**config.mk**
```make
export PLATFORM = sky130hd
export DESIGN_NAME = mc_control_fsm
export DESIGN_NICKNAME = d
export VERILOG_FILES = /design/src/rtl/mc_ctrl_pkg.sv /design/src/rtl/mc_ctrl_decode.sv /design/src/rtl/mc_control_fsm.sv
export SDC_FILE = /design/constraint.sdc
export NUM_CORES = 1
export LEC_CHECK = 0
export ABC_CLOCK_PERIOD_IN_PS = 1700
export CORE_MARGIN = 4
export CORE_UTILIZATION = 40
export CTS_CLUSTER_SIZE = 20
export DETAILED_ROUTE_END_ITERATION = 8
export GPL_TIMING_DRIVEN = 1
export PLACE_DENSITY_LB_ADDON = 0.15
export SYNTH_ARGS = -nofsm -noshare
export SYNTH_HDL_FRONTEND = slang
export SYNTH_SLANG_ARGS = --single-unit
```
**constraint.sdc**
```tcl
create_clock -name CLK -period 1.7 [get_ports CLK]
set_input_delay 0.34 -clock CLK [delete_from_list [all_inputs] [get_ports CLK]]
set_output_delay 0.34 -clock CLK [all_outputs]
set_load 0.02 [all_outputs]
```
**src/rtl/mc_ctrl_pkg.sv**
```systemverilog
// Shared encodings for the multicycle control unit: states, opcodes, ALU ops, PC sources.
// Build option MC_CTRL_HALT_EN adds the sHALT state (opcode 111111) and widens the state to 4 bits.
package mc_ctrl_pkg;

  localparam int OPCODE_WIDTH = 6;
  localparam int ALUOP_WIDTH  = 3;

`ifdef MC_CTRL_HALT_EN
  localparam int STATE_W = 4;
`else
  localparam int STATE_W = 3;
`endif

  typedef enum logic [STATE_W-1:0] {
    S_IF     = STATE_W'(0),
    S_ID     = STATE_W'(1),
    S_EXE_AL = STATE_W'(2),
    S_EXE_BR = STATE_W'(3),
    S_EXE_LS = STATE_W'(4),
    S_MEM    = STATE_W'(5),
    S_WB_AL  = STATE_W'(6),
    S_WB_LD  = STATE_W'(7)
`ifdef MC_CTRL_HALT_EN
    ,
    S_HALT   = STATE_W'(8)
`endif
  } state_t;

  localparam logic [OPCODE_WIDTH-1:0] OP_ADD   = 6'b000000;
  localparam logic [OPCODE_WIDTH-1:0] OP_SUB   = 6'b000001;
  localparam logic [OPCODE_WIDTH-1:0] OP_ADDIU = 6'b000010;
  localparam logic [OPCODE_WIDTH-1:0] OP_AND   = 6'b010000;
  localparam logic [OPCODE_WIDTH-1:0] OP_ANDI  = 6'b010001;
  localparam logic [OPCODE_WIDTH-1:0] OP_ORI   = 6'b010010;
  localparam logic [OPCODE_WIDTH-1:0] OP_XORI  = 6'b010011;
  localparam logic [OPCODE_WIDTH-1:0] OP_SLL   = 6'b011000;
  localparam logic [OPCODE_WIDTH-1:0] OP_SLTI  = 6'b100110;
  localparam logic [OPCODE_WIDTH-1:0] OP_SLT   = 6'b100111;
  localparam logic [OPCODE_WIDTH-1:0] OP_SW    = 6'b110000;
  localparam logic [OPCODE_WIDTH-1:0] OP_LW    = 6'b110001;
  localparam logic [OPCODE_WIDTH-1:0] OP_BEQ   = 6'b110100;
  localparam logic [OPCODE_WIDTH-1:0] OP_BNE   = 6'b110101;
  localparam logic [OPCODE_WIDTH-1:0] OP_BLTZ  = 6'b110110;
  localparam logic [OPCODE_WIDTH-1:0] OP_J     = 6'b111000;
  localparam logic [OPCODE_WIDTH-1:0] OP_HALT  = 6'b111111;

  localparam logic [ALUOP_WIDTH-1:0] ALU_ADD = 3'b000;
  localparam logic [ALUOP_WIDTH-1:0] ALU_SUB = 3'b001;
  localparam logic [ALUOP_WIDTH-1:0] ALU_LTU = 3'b010;
  localparam logic [ALUOP_WIDTH-1:0] ALU_LTS = 3'b011;
  localparam logic [ALUOP_WIDTH-1:0] ALU_SLL = 3'b100;
  localparam logic [ALUOP_WIDTH-1:0] ALU_OR  = 3'b101;
  localparam logic [ALUOP_WIDTH-1:0] ALU_AND = 3'b110;
  localparam logic [ALUOP_WIDTH-1:0] ALU_XOR = 3'b111;

  localparam logic [1:0] PC_NEXT   = 2'b00;
  localparam logic [1:0] PC_BRANCH = 2'b01;
  localparam logic [1:0] PC_JUMP   = 2'b10;

  typedef enum logic [2:0] {
    CL_NOP,
    CL_AL,
    CL_BR,
    CL_LS,
    CL_J,
    CL_HALT
  } iclass_t;

endpackage

```
**src/rtl/mc_ctrl_decode.sv**
```systemverilog
// Combinational opcode decode: instruction class plus the EXE/WB selects for ALU-type instructions.
// With MC_CTRL_HALT_EN, opcode 111111 decodes as CL_HALT; otherwise it falls to NOP.
module mc_ctrl_decode
  import mc_ctrl_pkg::*;
(
  input  logic [OPCODE_WIDTH-1:0] opcode,
  output iclass_t                 iclass,
  output logic [ALUOP_WIDTH-1:0]  aluop,
  output logic                    alusrca,
  output logic                    alusrcb,
  output logic                    extsel,
  output logic                    regdst
);

  always_comb begin
    iclass  = CL_NOP;
    aluop   = ALU_ADD;
    alusrca = 1'b0;
    alusrcb = 1'b0;
    extsel  = 1'b1;
    regdst  = 1'b0;
    case (opcode)
      OP_ADD:   begin iclass = CL_AL; regdst = 1'b1; end
      OP_SUB:   begin iclass = CL_AL; aluop = ALU_SUB; regdst = 1'b1; end
      OP_ADDIU: begin iclass = CL_AL; alusrcb = 1'b1; end
      OP_AND:   begin iclass = CL_AL; aluop = ALU_AND; regdst = 1'b1; end
      OP_ANDI:  begin iclass = CL_AL; aluop = ALU_AND; alusrcb = 1'b1; extsel = 1'b0; end
      OP_ORI:   begin iclass = CL_AL; aluop = ALU_OR;  alusrcb = 1'b1; extsel = 1'b0; end
      OP_XORI:  begin iclass = CL_AL; aluop = ALU_XOR; alusrcb = 1'b1; extsel = 1'b0; end
      // sll shifts ReadData2 by the sa field, so operand A comes from sa
      OP_SLL:   begin iclass = CL_AL; aluop = ALU_SLL; alusrca = 1'b1; regdst = 1'b1; end
      OP_SLTI:  begin iclass = CL_AL; aluop = ALU_LTS; alusrcb = 1'b1; end
      OP_SLT:   begin iclass = CL_AL; aluop = ALU_LTS; regdst = 1'b1; end
      OP_SW, OP_LW:            iclass = CL_LS;
      OP_BEQ, OP_BNE, OP_BLTZ: iclass = CL_BR;
      OP_J:                    iclass = CL_J;
`ifdef MC_CTRL_HALT_EN
      OP_HALT:                 iclass = CL_HALT;
`endif
      default: ;
    endcase
  end

endmodule

```
**src/rtl/mc_control_fsm.sv**
```systemverilog
// Multicycle control FSM: steps each instruction through IF/ID/EXE/MEM/WB and gates control by state.
// Build option MC_CTRL_HALT_EN adds a sticky sHALT state entered from sID on opcode 111111.
//
// state    | meaning
// sIF      | fetch, IR load
// sID      | decode; j and NOP finish here
// sEXE_AL  | ALU-type execute
// sEXE_BR  | branch compare, PC update
// sEXE_LS  | load/store address add
// sMEM     | data memory access; sw finishes here
// sWB_AL   | ALU result write-back
// sWB_LD   | load data write-back
// sHALT    | idle until Reset (MC_CTRL_HALT_EN only)
module mc_control_fsm
  import mc_ctrl_pkg::*;
#(
  parameter int OPCODE_W = OPCODE_WIDTH,
  parameter int ALUOP_W  = ALUOP_WIDTH
) (
  input  logic               CLK,
  input  logic               Reset,
  input  logic [OPCODE_W-1:0] Opcode,
  input  logic               zero,
  input  logic               sign,
  output logic               PCWre,
  output logic               IRWre,
  output logic               ALUSrcA,
  output logic               ALUSrcB,
  output logic [ALUOP_W-1:0] ALUOp,
  output logic               ExtSel,
  output logic               RegWre,
  output logic               RegDst,
  output logic               DBDataSrc,
  output logic               mRD,
  output logic               mWR,
  output logic [1:0]         PCSrc
);

  state_t                  state;
  iclass_t                 dec_class;
  logic [ALUOP_WIDTH-1:0]  dec_aluop;
  logic                    dec_srca;
  logic                    dec_srcb;
  logic                    dec_ext;
  logic                    dec_regdst;
  logic                    br_taken;

  mc_ctrl_decode u_decode (
    .opcode  (Opcode),
    .iclass  (dec_class),
    .aluop   (dec_aluop),
    .alusrca (dec_srca),
    .alusrcb (dec_srcb),
    .extsel  (dec_ext),
    .regdst  (dec_regdst)
  );

  always_ff @(posedge CLK) begin
    if (Reset) begin
      state <= S_IF;
    end else begin
      case (state)
        S_IF: state <= S_ID;
        S_ID: begin
          case (dec_class)
            CL_AL:   state <= S_EXE_AL;
            CL_BR:   state <= S_EXE_BR;
            CL_LS:   state <= S_EXE_LS;
`ifdef MC_CTRL_HALT_EN
            CL_HALT: state <= S_HALT;
`endif
            default: state <= S_IF;
          endcase
        end
        S_EXE_AL: state <= S_WB_AL;
        S_EXE_LS: state <= S_MEM;
        S_MEM:    state <= (Opcode == OP_SW) ? S_IF : S_WB_LD;
`ifdef MC_CTRL_HALT_EN
        S_HALT:   state <= S_HALT;
`endif
        default:  state <= S_IF;
      endcase
    end
  end

  // ALU flags are live in sEXE_BR, so the branch decision is not registered
  always_comb begin
    case (Opcode)
      OP_BEQ:  br_taken = zero;
      OP_BNE:  br_taken = ~zero;
      OP_BLTZ: br_taken = sign;
      default: br_taken = 1'b0;
    endcase
  end

  // Reset masks everything so an aborted instruction cannot leak a write
  always_comb begin
    PCWre     = 1'b0;
    IRWre     = 1'b0;
    ALUSrcA   = 1'b0;
    ALUSrcB   = 1'b0;
    ALUOp     = ALU_ADD;
    ExtSel    = 1'b0;
    RegWre    = 1'b0;
    RegDst    = 1'b0;
    DBDataSrc = 1'b0;
    mRD       = 1'b0;
    mWR       = 1'b0;
    PCSrc     = PC_NEXT;
    if (!Reset) begin
      case (state)
        S_IF: IRWre = 1'b1;
        S_ID: begin
          if (dec_class == CL_J) begin
            PCWre = 1'b1;
            PCSrc = PC_JUMP;
          end else if (dec_class == CL_NOP) begin
            PCWre = 1'b1;
          end
        end
        S_EXE_AL: begin
          ALUOp   = dec_aluop;
          ALUSrcA = dec_srca;
          ALUSrcB = dec_srcb;
          ExtSel  = dec_ext;
        end
        S_WB_AL: begin
          RegWre = 1'b1;
          RegDst = dec_regdst;
          PCWre  = 1'b1;
        end
        S_EXE_BR: begin
          ALUOp = ALU_SUB;
          PCWre = 1'b1;
          PCSrc = br_taken ? PC_BRANCH : PC_NEXT;
        end
        S_EXE_LS: begin
          ALUSrcB = 1'b1;
          ExtSel  = 1'b1;
        end
        S_MEM: begin
          if (Opcode == OP_SW) begin
            mWR   = 1'b1;
            PCWre = 1'b1;
          end else begin
            mRD = 1'b1;
          end
        end
        S_WB_LD: begin
          RegWre    = 1'b1;
          DBDataSrc = 1'b1;
          PCWre     = 1'b1;
        end
        default: ;
      endcase
    end
  end

endmodule

```
==> results_dict.tcl, run 1 <==
set metrics [dict create \
    dp_hpwl_um 1680 \
    async_reset_ff_share_pct 0 \
    synthesis.area_um2 559 \
    syn_nets 100 \
    cts_resized 135 \
    clock_path_buffers 2 \
    postSynthAreaPerCell_um2 6.21 \
    ys_warn_count 0 \
    status "stopped before the end" \
    numPlacedInstances 153 \
    synth_edf_count 0 \
    lastStage "clock tree synthesis (4_1_cts)" \
    seq_area_frac_synth_pct 10.7 \
    cts_sinks 3 \
    cts_setup_buffers 10 \
    synthCells 90 \
    io_pins 25 \
    die_h_um 45.4 \
    die_w_um 45.4 \
    holdBufCountCts 0 \
    start_util_pct 43.0 \
    num_rows 13 \
    synth.ff_latch_count 3 \
    yosys.area.top_type_share_pct 10.7 \
    synth.distinct_cells 36 \
    portBuffers 24 \
    synth_top_flop_cell "dfxtp_1" \
    error_line "[ERROR DPL-0033] detailed placement checks failed during check placement." \
    netlist_top_cells_area "dfxtp_1 (11%), nor2_1 (6.7%), nor3_1 (6.3%)" \
    htree_levels 1 \
    numCtsBuffers 3 \
    yosysTopAreaCell "dfxtp_1" \
    gp_congestion 0.789 \
    cts_root_buf "clkbuf_4" \
]
[synth_stat cells, drive strengths merged (2+ instances only)]
library cell,count
or4b,2
a31oi,4
inv,5
nor3,7
nor2,10
nor2b,3
o21ai,6
nand2,9
and4,2
buf,3
nand3,2
nor4,2
a21oi,5
dfxtp,3
and2,2
nor3b,2
clkbuf,5
nand2b,3
[stage by stage]
step / setup TNS, ps / worst slack (ps) / hold slack (ps) / utilization (%) / cell area, µm²
3_3_place_gp: -12320 / -1190 / 552 / 81.3 / 1060
3_5_place_dp: -13300 / -1230 / 556 / 81.3 / 1060
2_1_floorplan: -157 / -108 / 540 / - / 612
[kinds of logic after synthesis]
group	after synthesis	synth area share [%]
and+or+nand+nor	49	48.5
AOI/OAI and AO/OA	24	27.7
buffers and inverters	13	11.4
DFF	3	10.7
xor gates and xnor gates	1	1.57
==> run 2, diff against run 1 <==
--- a/config.mk
+++ b/config.mk
@@ -6,10 +6,9 @@
 export NUM_CORES = 1
 export LEC_CHECK = 0
 export ABC_CLOCK_PERIOD_IN_PS = 1700
-export CORE_MARGIN = 4
-export CORE_UTILIZATION = 40
-export CTS_CLUSTER_SIZE = 20
+export CORE_AREA = 4 4 65 67
 export DETAILED_ROUTE_END_ITERATION = 8
+export DIE_AREA = 0 0 69 71
 export GPL_TIMING_DRIVEN = 1
 export PLACE_DENSITY_LB_ADDON = 0.15
 export SYNTH_ARGS = -nofsm -noshare
==> run 2 against run 1 <==
The flow now finishes, with violations (negative setup slack). Synthesized cell count did not move. Synthesized area did not move.
==> results_dict.tcl, run 2 <==
set metrics [dict create \
    status "finished with violations" \
    violations "negative setup slack" \
    max_freq_mhz 498 \
    critical_path.slowest_cell "or4b_4" \
    synth.ff_latch_count 3 \
    rsz0062_at_grt "true" \
    vias 890 \
    vias_per_cell 4.52 \
    grt_pass1_vias 907 \
    detail-route-antenna-nets 0 \
    holdBufCountCts 0 \
    crit_arrival_ps 1670 \
    yosysTopAreaCell "dfxtp_1" \
    p_leak_nw 0.569 \
    die_h_um 71 \
    largest_reg_flops 3 \
    cts_root_buf "clkbuf_8" \
    crit_fanout 3 \
    grt_max_degree 11 \
    dr.pass1.iters 4 \
    path_class "input port to primary output" \
    critPathRequiredTime_ps 1360 \
    synthMostInstantiatedCell "nor2_1" \
    netlist_top_cells_area "dfxtp_1 (11%), nor2_1 (6.7%), nor3_1 (6.3%)" \
    postSynthAreaPerCell_um2 6.21 \
    clock_latency_ps 220 \
    yosys.area.top_type_share_pct 10.7 \
    portBuffers 24 \
    end_kind "primary output" \
    antenna-diode-count 0 \
    final-setup-viol-count 3 \
    finClkSkew_ps 4.61 \
    yosys-top-cells-count "nor2_1 (10), nand2_1 (8), nor3_1 (7)" \
    antenna_found_initial 0 \
    dp_hpwl_um 1870 \
    area_growth_pct 145 \
    syn_nets 100 \
    io_pins 25 \
    crit_family "simple AND/OR/NAND/NOR gates" \
    synth_top_flop_cell "dfxtp_1" \
    cp-start-kind "input port" \
    postLayoutCellArea_um2 1370 \
    fillers 391 \
    crit_top_cell "a31oi_4" \
    p_per_area_nw_per_um2 453 \
    finalWorstSetupSlack_ps -307 \
    final-max-slew-violation-count 0 \
    ir_drop_uv 208 \
    relSlewSlack_pct 74.8 \
    top_layer_used "met4" \
    cts_tree "done" \
    fin_setup_tns_ps -383 \
    grt_overflow 0 \
    clk_pin_slew_ps 30 \
    die_w_um 69 \
    cts_sinks 3 \
    max_stage_delay_ps 550 \
    nets 160 \
    hp-class "flip-flop to flip-flop" \
    worst_slew_pin_slew_ps 373 \
    wl_met3_um 145 \
    fin_crit_ps 2010 \
    drtIter0Drc 32 \
    wl_met2_um 1250 \
    final_common_cell "buf_4" \
    maxCapViolCount 0 \
    async_reset_ff_share_pct 0 \
    top_register "state" \
    worst-path-buf-inv 2 \
    top_regs "state: 3 flops" \
    synthCells 90 \
    synth.distinct_cells 36 \
    final_cell_mix "buf_4 (36), buf_6 (16), nand2_1 (6), buf_2 (6), nor3_2 (5)" \
    clock_path_buffers 2 \
    min_period_over_period_pct 118 \
    placed_area_um2 1100 \
    wire_per_inst_um 13.1 \
    seq_area_frac_synth_pct 10.7 \
    design.die.area_um2 4900 \
    grt_pass1_wl_um 4240 \
    grtUsageTotal_pct 10.8 \
    synth_edf_count 0 \
    synthesis.area_um2 559 \
    num_rows 22 \
    numCtsBuffers 3 \
    gp_congestion 0.723 \
    ys_warn_count 0 \
    drcViolationCount 0 \
    coreArea_um2 3630 \
    start_util_pct 15.4 \
    finalHoldViolCount 0 \
    crit_chain "buf_8, and2b_1, a31oi_4, nor3b_2, or4b_4, a31oi_4, buf_6" \
    wl_met1_um 1130 \
    htree_levels 1 \
    drt_wl_total_um 2580 \
    drive_above_1_share_pct 69.8 \
]
## run 2: worst register-to-register path: cells and delay by family (launching register included)
kind                   cells  cell delay, ps
buffers and inverters      1             140
AOI/OAI and AO/OA          1             280
and+or+nand+nor            1             540
DFF                        1             320
## run 2: worst paths after layout
path,start,endpoint,slack [ps],cells past startpoint
hold / removal,state[0]$_SDFF_PP0_,state[0]$_SDFF_PP0_,520,1
hold reg to reg,state[0]$_SDFF_PP0_,state[0]$_SDFF_PP0_,520,1
setup reg to reg,state[2]$_SDFF_PP0_,state[0]$_SDFF_PP0_,330,3
setup / recovery,Opcode[1],PCWre,-310,7
## run 2: metal layers
metal / vias up / GRT usage [%]
met4: 0 / 5.64
li1: 447 / -
met2: 30 / 17.5
met5: - / 0
met1: 407 / 12.7
met3: 6 / 3.69
## run 2: stage by stage
step | worst slack (ps) | cells | utilization (%) | hold slack (ps) | power, mW
floorplan | -108 | 90 | - | 540 | 0.215
global placement | -1230 | 186 | 30.3 | 577 | 0.338
detailed placement | -1240 | 186 | 30.3 | 556 | 0.336
CTS | -311 | 195 | 33.8 | 499 | 0.586
global route | -343 | 197 | 37.8 | 525 | 0.660
finish | -307 | 197 | 37.8 | 517 | 0.622
## run 2: logic make-up after synthesis
group / share of synthesized area, %
and+or+nand+nor: 48.5
AOI/OAI and AO/OA: 27.7
buffers and inverters: 11.4
DFF: 10.7
xor gates and xnor gates: 1.57
## run 2: timing repair
action	CTS	global route
cloned	0	1
gates resized for setup	132	36
endpoints found under the setup margin	17	13
pin swaps	12	10
buffers inserted	5	1
## run 2: final cells by class
class                      count  area [µm²]  area share (%)
multi-input combinational     74         657            47.9
inverter                       5        18.8            1.37
clock buffer                   4        45.0            3.28
sequential                     3        63.8            4.65
timing repair buffer          63         528            38.5
tap                           48        60.1            4.38
## run 2: where the power goes
| group | internal [mW] | leakage [nW] | switching [mW] |
|---|---|---|---|
| logic | 0.164 | 0.520 | 0.153 |
| clock network | 0.160 | 0.0228 | 0.0536 |
| registers | 0.0803 | 0.0258 | 0.0108 |
No activity file was read; power rests on OpenSTA's default activity.
